### src/rtl/pc_pkg.sv
// rtl/pc_pkg.sv - shared types for the program-counter unit (pc_unit, ras_stack)
package pc_pkg;

    localparam int PC_W = 15;

    typedef logic [PC_W-1:0] pc_t;

    typedef enum logic [1:0] {
        SEL_REDIRECT,
        SEL_HOLD,
        SEL_RAS,
        SEL_SEQ
    } pc_sel_t;

endpackage

### src/rtl/ras_stack.sv
// rtl/ras_stack.sv - circular return-address stack; a push when full overwrites the oldest entry
module ras_stack #(
    parameter int DEPTH = 4,
    parameter int W     = 15
) (
    input  logic         clk,
    input  logic         reset_n,
    input  logic         push,
    input  logic         pop,
    input  logic [W-1:0] push_data,
    output logic [W-1:0] top,
    output logic         empty,
    output logic         full
);

    localparam int AW = $clog2(DEPTH);
    localparam int CW = AW + 1;

    logic [W-1:0]  mem [DEPTH];
    logic [AW-1:0] top_ptr;
    logic [CW-1:0] count;
    logic [AW-1:0] ptr_inc;

    assign ptr_inc = top_ptr + AW'(1);

    // Entries are not cleared on reset; count alone decides what is valid.
    always_ff @(posedge clk) begin
        if (push) begin
            mem[ptr_inc] <= push_data;
        end
    end

    always_ff @(posedge clk or negedge reset_n) begin
        if (!reset_n) begin
            top_ptr <= '0;
            count   <= '0;
        end else if (push) begin
            top_ptr <= ptr_inc;
            if (count != CW'(DEPTH)) begin
                count <= count + CW'(1);
            end
        end else if (pop && count != '0) begin
            top_ptr <= top_ptr - AW'(1);
            count   <= count - CW'(1);
        end
    end

    assign top   = mem[top_ptr];
    assign empty = (count == '0);
    assign full  = (count == CW'(DEPTH));

endmodule

### src/rtl/pc_unit.sv
// rtl/pc_unit.sv - fetch program counter with stall, redirect and call/return
// Optional return-address stack enabled by defining PC_RAS_EN.
module pc_unit
    import pc_pkg::*;
#(
    parameter int           N         = 15,
    parameter int           STEP      = 1,
    parameter logic [N-1:0] RESET_VEC = '0,
    parameter int           RAS_DEPTH = 4
) (
    input  logic         clk,
    input  logic         reset_n,
    input  logic         stall,
    input  logic         redirect_valid,
    input  logic [N-1:0] redirect_target,
    input  logic         call,
    input  logic         ret,
    output logic [N-1:0] pc_out,
    output logic [N-1:0] pc_next,
    output logic         ras_empty,
    output logic         ras_full,
    output logic         ret_miss
);

    pc_sel_t      sel;
    logic [N-1:0] pc_seq;
    logic [N-1:0] ras_top;
    logic         ras_empty_i;

    assign pc_seq = pc_out + N'(STEP);

    always_comb begin
        sel = SEL_SEQ;
        if (redirect_valid) begin
            sel = SEL_REDIRECT;
        end else if (stall) begin
            sel = SEL_HOLD;
`ifdef PC_RAS_EN
        end else if (ret && !ras_empty_i) begin
            sel = SEL_RAS;
`endif
        end
    end

    always_comb begin
        pc_next = pc_seq;
        case (sel)
            SEL_REDIRECT: pc_next = redirect_target;
            SEL_HOLD:     pc_next = pc_out;
            SEL_RAS:      pc_next = ras_top;
            default:      pc_next = pc_seq;
        endcase
    end

    always_ff @(posedge clk or negedge reset_n) begin
        if (!reset_n) begin
            pc_out <= RESET_VEC;
        end else begin
            pc_out <= pc_next;
        end
    end

`ifdef PC_RAS_EN
    logic ras_full_i;
    logic ret_miss_d;

    ras_stack #(
        .DEPTH (RAS_DEPTH),
        .W     (N)
    ) u_ras (
        .clk       (clk),
        .reset_n   (reset_n),
        .push      (redirect_valid && call),
        .pop       (sel == SEL_RAS),
        .push_data (pc_seq),
        .top       (ras_top),
        .empty     (ras_empty_i),
        .full      (ras_full_i)
    );

    // A ret that finds the stack empty still advances sequentially.
    assign ret_miss_d = ret && !redirect_valid && !stall && ras_empty_i;

    always_ff @(posedge clk or negedge reset_n) begin
        if (!reset_n) begin
            ret_miss <= 1'b0;
        end else begin
            ret_miss <= ret_miss_d;
        end
    end

    assign ras_empty = ras_empty_i;
    assign ras_full  = ras_full_i;
`else
    logic unused_ras_cfg;

    assign unused_ras_cfg = &{1'b0, call, ret, RAS_DEPTH[0]};
    assign ras_top        = '0;
    assign ras_empty_i    = 1'b1;
    assign ras_empty      = 1'b1;
    assign ras_full       = 1'b0;
    assign ret_miss       = 1'b0;
`endif

endmodule

### config.mk
export PLATFORM = sky130hd
export DESIGN_NAME = pc_unit
export DESIGN_NICKNAME = d
export VERILOG_FILES = /design/src/rtl/pc_pkg.sv /design/src/rtl/ras_stack.sv /design/src/rtl/pc_unit.sv
export SDC_FILE = /design/constraint.sdc
export NUM_CORES = 1
export LEC_CHECK = 0
export CAP_MARGIN = 20
export CORE_MARGIN = 1
export CORE_UTILIZATION = 39
export CTS_BUF_LIST = sky130_fd_sc_hd__clkbuf_8 sky130_fd_sc_hd__clkbuf_16
export DETAILED_ROUTE_END_ITERATION = 12
export GPL_ROUTABILITY_DRIVEN = 0
export MAX_ROUTING_LAYER = met4
export PLACE_DENSITY = 0.84
export SYNTH_ARGS = -nofsm -noshare
export SYNTH_HDL_FRONTEND = slang
export SYNTH_SLANG_ARGS = --single-unit
### constraint.sdc
create_clock -name clk -period 3.93 [get_ports clk]
set_input_delay 0.9825 -clock clk [delete_from_list [all_inputs] [get_ports clk]]
set_output_delay 0.9825 -clock clk [all_outputs]
set_load 0.05 [all_outputs]
==> results of run 1 <==
-- cell families (layout without fill, tap and decap cells) --
logic type,after synthesis,count (layout),share of synthesized area
multiplexers,3,3,0.0371
adder cells (fa/ha/maj),1,1,0.0143
AO/OA/AOI/OAI,13,13,0.0800
other,2,3,0.00857
buffers and inverters,9,56,0.0514
AND/OR/NAND/NOR,38,38,0.250
flip-flops,15,15,0.429
XOR/XNOR,13,13,0.130
-- routing by layer --
layer	global-route usage	vias to the layer above	routed length (um)	share of wire
li1	-	408	-	-
met2	0.402	37	1310	0.54
met5	-	-	0	0
met3	0.0405	2	107	0.044
met1	0.250	410	991	0.41
met4	0.0857	0	18	0.0074
-- final cells by class --
| class | instances | share of cell area |
|---|---|---|
| Timing Repair Buffer | 49 | 0.408 |
| Multi-Input combinational cell | 71 | 0.294 |
| Sequential cell | 15 | 0.240 |
| Clock buffer | 3 | 0.0264 |
| Tap cell | 27 | 0.0216 |
| Inverter | 3 | 0.00720 |
| Clock inverter | 1 | 0.00320 |
-- worst max-delay path: cells and delay by family --
kind                   cells  cell delay, ns
multiplexers               1            0.31
XOR/XNOR                   1            0.09
buffers and inverters      2            0.67
AND/OR/NAND/NOR            2            0.66
-- synth_stat cells --
cell      count
nand2_1      16
dfrtp_1      15
o21ai_0       8
xnor2_1       7
xor2_1        6
nand3_1       4
nor2_1        4
o21ai_1       4
buf_4         3
inv_1         3
nor3_1        3
nor4_2        3
clkbuf_1      2
conb_1        2
mux2_2        2
nand4_1       2
nor2b_1       2
a311o_1       1
and3b_1       1
buf_1         1
ha_1          1
mux2i_1       1
nand3b_1      1
nand4_4       1
nand4b_1      1
-- report_power, final --
part           total (uW)  internal [uW]  switching [uW]  leakage [uW]
clock network         126           70.2            55.5     0.0000255
logic                 294            120             174      0.000424
registers             194            170            23.3      0.000181
total                 614            361             253      0.000631
-- worst paths after layout --
check	cells past startpoint	endpoint	slack, ns	startpoint
min reg2reg	2	pc_out[9]	0.69	pc_out[9]
max in group asynchronous	1	pc_out[0]	2.36	reset_n
max reg2reg	5	pc_out[12]	2.28	pc_out[0]
max	6	pc_next[13]	0.24	stall
min in group asynchronous	1	pc_out[11]	1.14	reset_n
min	2	pc_out[9]	0.69	pc_out[9]
-- through the flow --
stage	instance area, um2	power [uW]	utilization	hold WS (ns)
5_1_grt	1560	639	0.766	0.764
3_3_place_gp	1520	485	0.743	0.669
4_1_cts	1560	618	0.766	0.700
6_report	1560	614	0.766	0.691
2_1_floorplan	880	354	-	0.687
3_5_place_dp	1520	491	0.743	0.678
==> out/results.txt, run 1 <==
Storage cell area: 375 um2
Setup CP Type: in -> out
N_diodes: 0
Final Non-Filler Cells: 169
Status: finished clean
Ports: 54
Die Width: 49.4 um
Endpoints failing hold: 0
Net count, final: 165
Yosys top cell area share: 0.429
Vias: 857
DP HPWL: 1890 um
Syn_area_per_cell: 9.32 um2
Hold Crit Class: reg -> reg
Seq cells post-synth: 15
Die Span Y: 49.4 um
Final setup margin: 0.241 ns
DRT iter0 DRCs: 14
RSZ-0062 raised after global routing: no
Leak: 0.000631 uW
IO Port Bufs: 48
CTS max path bufs: 2
Initial antenna violation count: 0
Worst vdd ir: 0.284 mV
Placeable Area: 2040 um2
CP Max Fanout: 6
Min Clock Period, post-route: 3.69 ns
Area of the multi-input gates: 459 um2
Slew Viols, Final: 0
Cts hold-fix bufs: 0
Vias in the first global route: 852
Synth area leaders: dfrtp_1, xnor2_1, nand2_1
Worst endpoint required time: 2.95 ns
Post-route ant nets: 0
Clock skew: 0.00101 ns
DRC errors left: 0
Drt total wl: 2430 um
CP Data Arrival Time: 2.71 ns
CTS sink cnt: 15
# rows: 16
Placed Cells: 165
Period Utilization, post-route: 0.939
Endpoint type of the worst setup path: output port
Post-CTS setup buffers: 0
Area leader, netlist: dfrtp_1
Commonest non-fill, non-tap cells in the layout: clkdlybuf4s50_1, nand2_1, dfrtp_1, buf_12, o21ai_0
Pin count of the biggest net entering global routing: 30
Dpl ws: 0.238 ns
Setup violations, final: 0
Worst-skew pair later-pin latency: 0.25 ns
CTS tree: yes
H-tree level count: 1
First-pass GRT wire length: 4010 um
Register area share after synthesis: 0.429
Crit-path max cell delay: 0.51 ns
Slowest-stage cell, CP: clkdlybuf4s50_1
P per Cell Area: 392 nW/um2
Cts repair resizes: 0
Ratio of cells with drive above 1 in the final layout: 0.183
Average wire per standard cell: 14.4 um
Post-Syn Area: 876 um2
Drt first pass iters: 4
Slew @ Worst Pin: 0.667 ns
Commonest non-fill, non-tap cell in the layout: clkdlybuf4s50_1
Crit start category: input pin
Total grt overflow: 0
Max_cap viols: 0
Total CTS buffers: 3
Max Fclk: 271 MHz
Synth warnings: 0
GR Util All Layers: 0.226
Post-synth cell types: 25
Final TNS setup: 0 ns
Crit-path cells: clkdlybuf4s50_1, nand4b_1, nor4_2, xor2_1, mux2_2, buf_12
Clock transition at path regs: 0.06 ns
Biggest regs: pc_out (15)
Area growth syn-to-layout: 78.6%
Max FFs per register: 15
Die ar.: 2440 um2
Top reg by flops: pc_out
Syn Inst Count: 94
Slew headroom: 0.554
Average vias per placed instance: 5.07
Starting Density: 0.429
Layout filler cell count: 152
Clock root buffer: clkbuf_8
No activity file was read; power rests on OpenSTA's default activity.
==> run 2, diff against run 1 <==
--- a/config.mk
+++ b/config.mk
@@ -5,7 +5,7 @@
 export SDC_FILE = /design/constraint.sdc
 export NUM_CORES = 1
 export LEC_CHECK = 0
-export CAP_MARGIN = 20
+export CAP_MARGIN = 15
 export CORE_MARGIN = 1
 export CORE_UTILIZATION = 39
 export CTS_BUF_LIST = sky130_fd_sc_hd__clkbuf_8 sky130_fd_sc_hd__clkbuf_16
@@ -15,4 +15,5 @@
 export PLACE_DENSITY = 0.84
 export SYNTH_ARGS = -nofsm -noshare
 export SYNTH_HDL_FRONTEND = slang
+export SYNTH_HIERARCHICAL = 1
 export SYNTH_SLANG_ARGS = --single-unit
==> results of run 2 <==
Final layout, timing and power as in run 1 (identical DEF).
Main changes from that run: Yosys warning count 0 -> 6
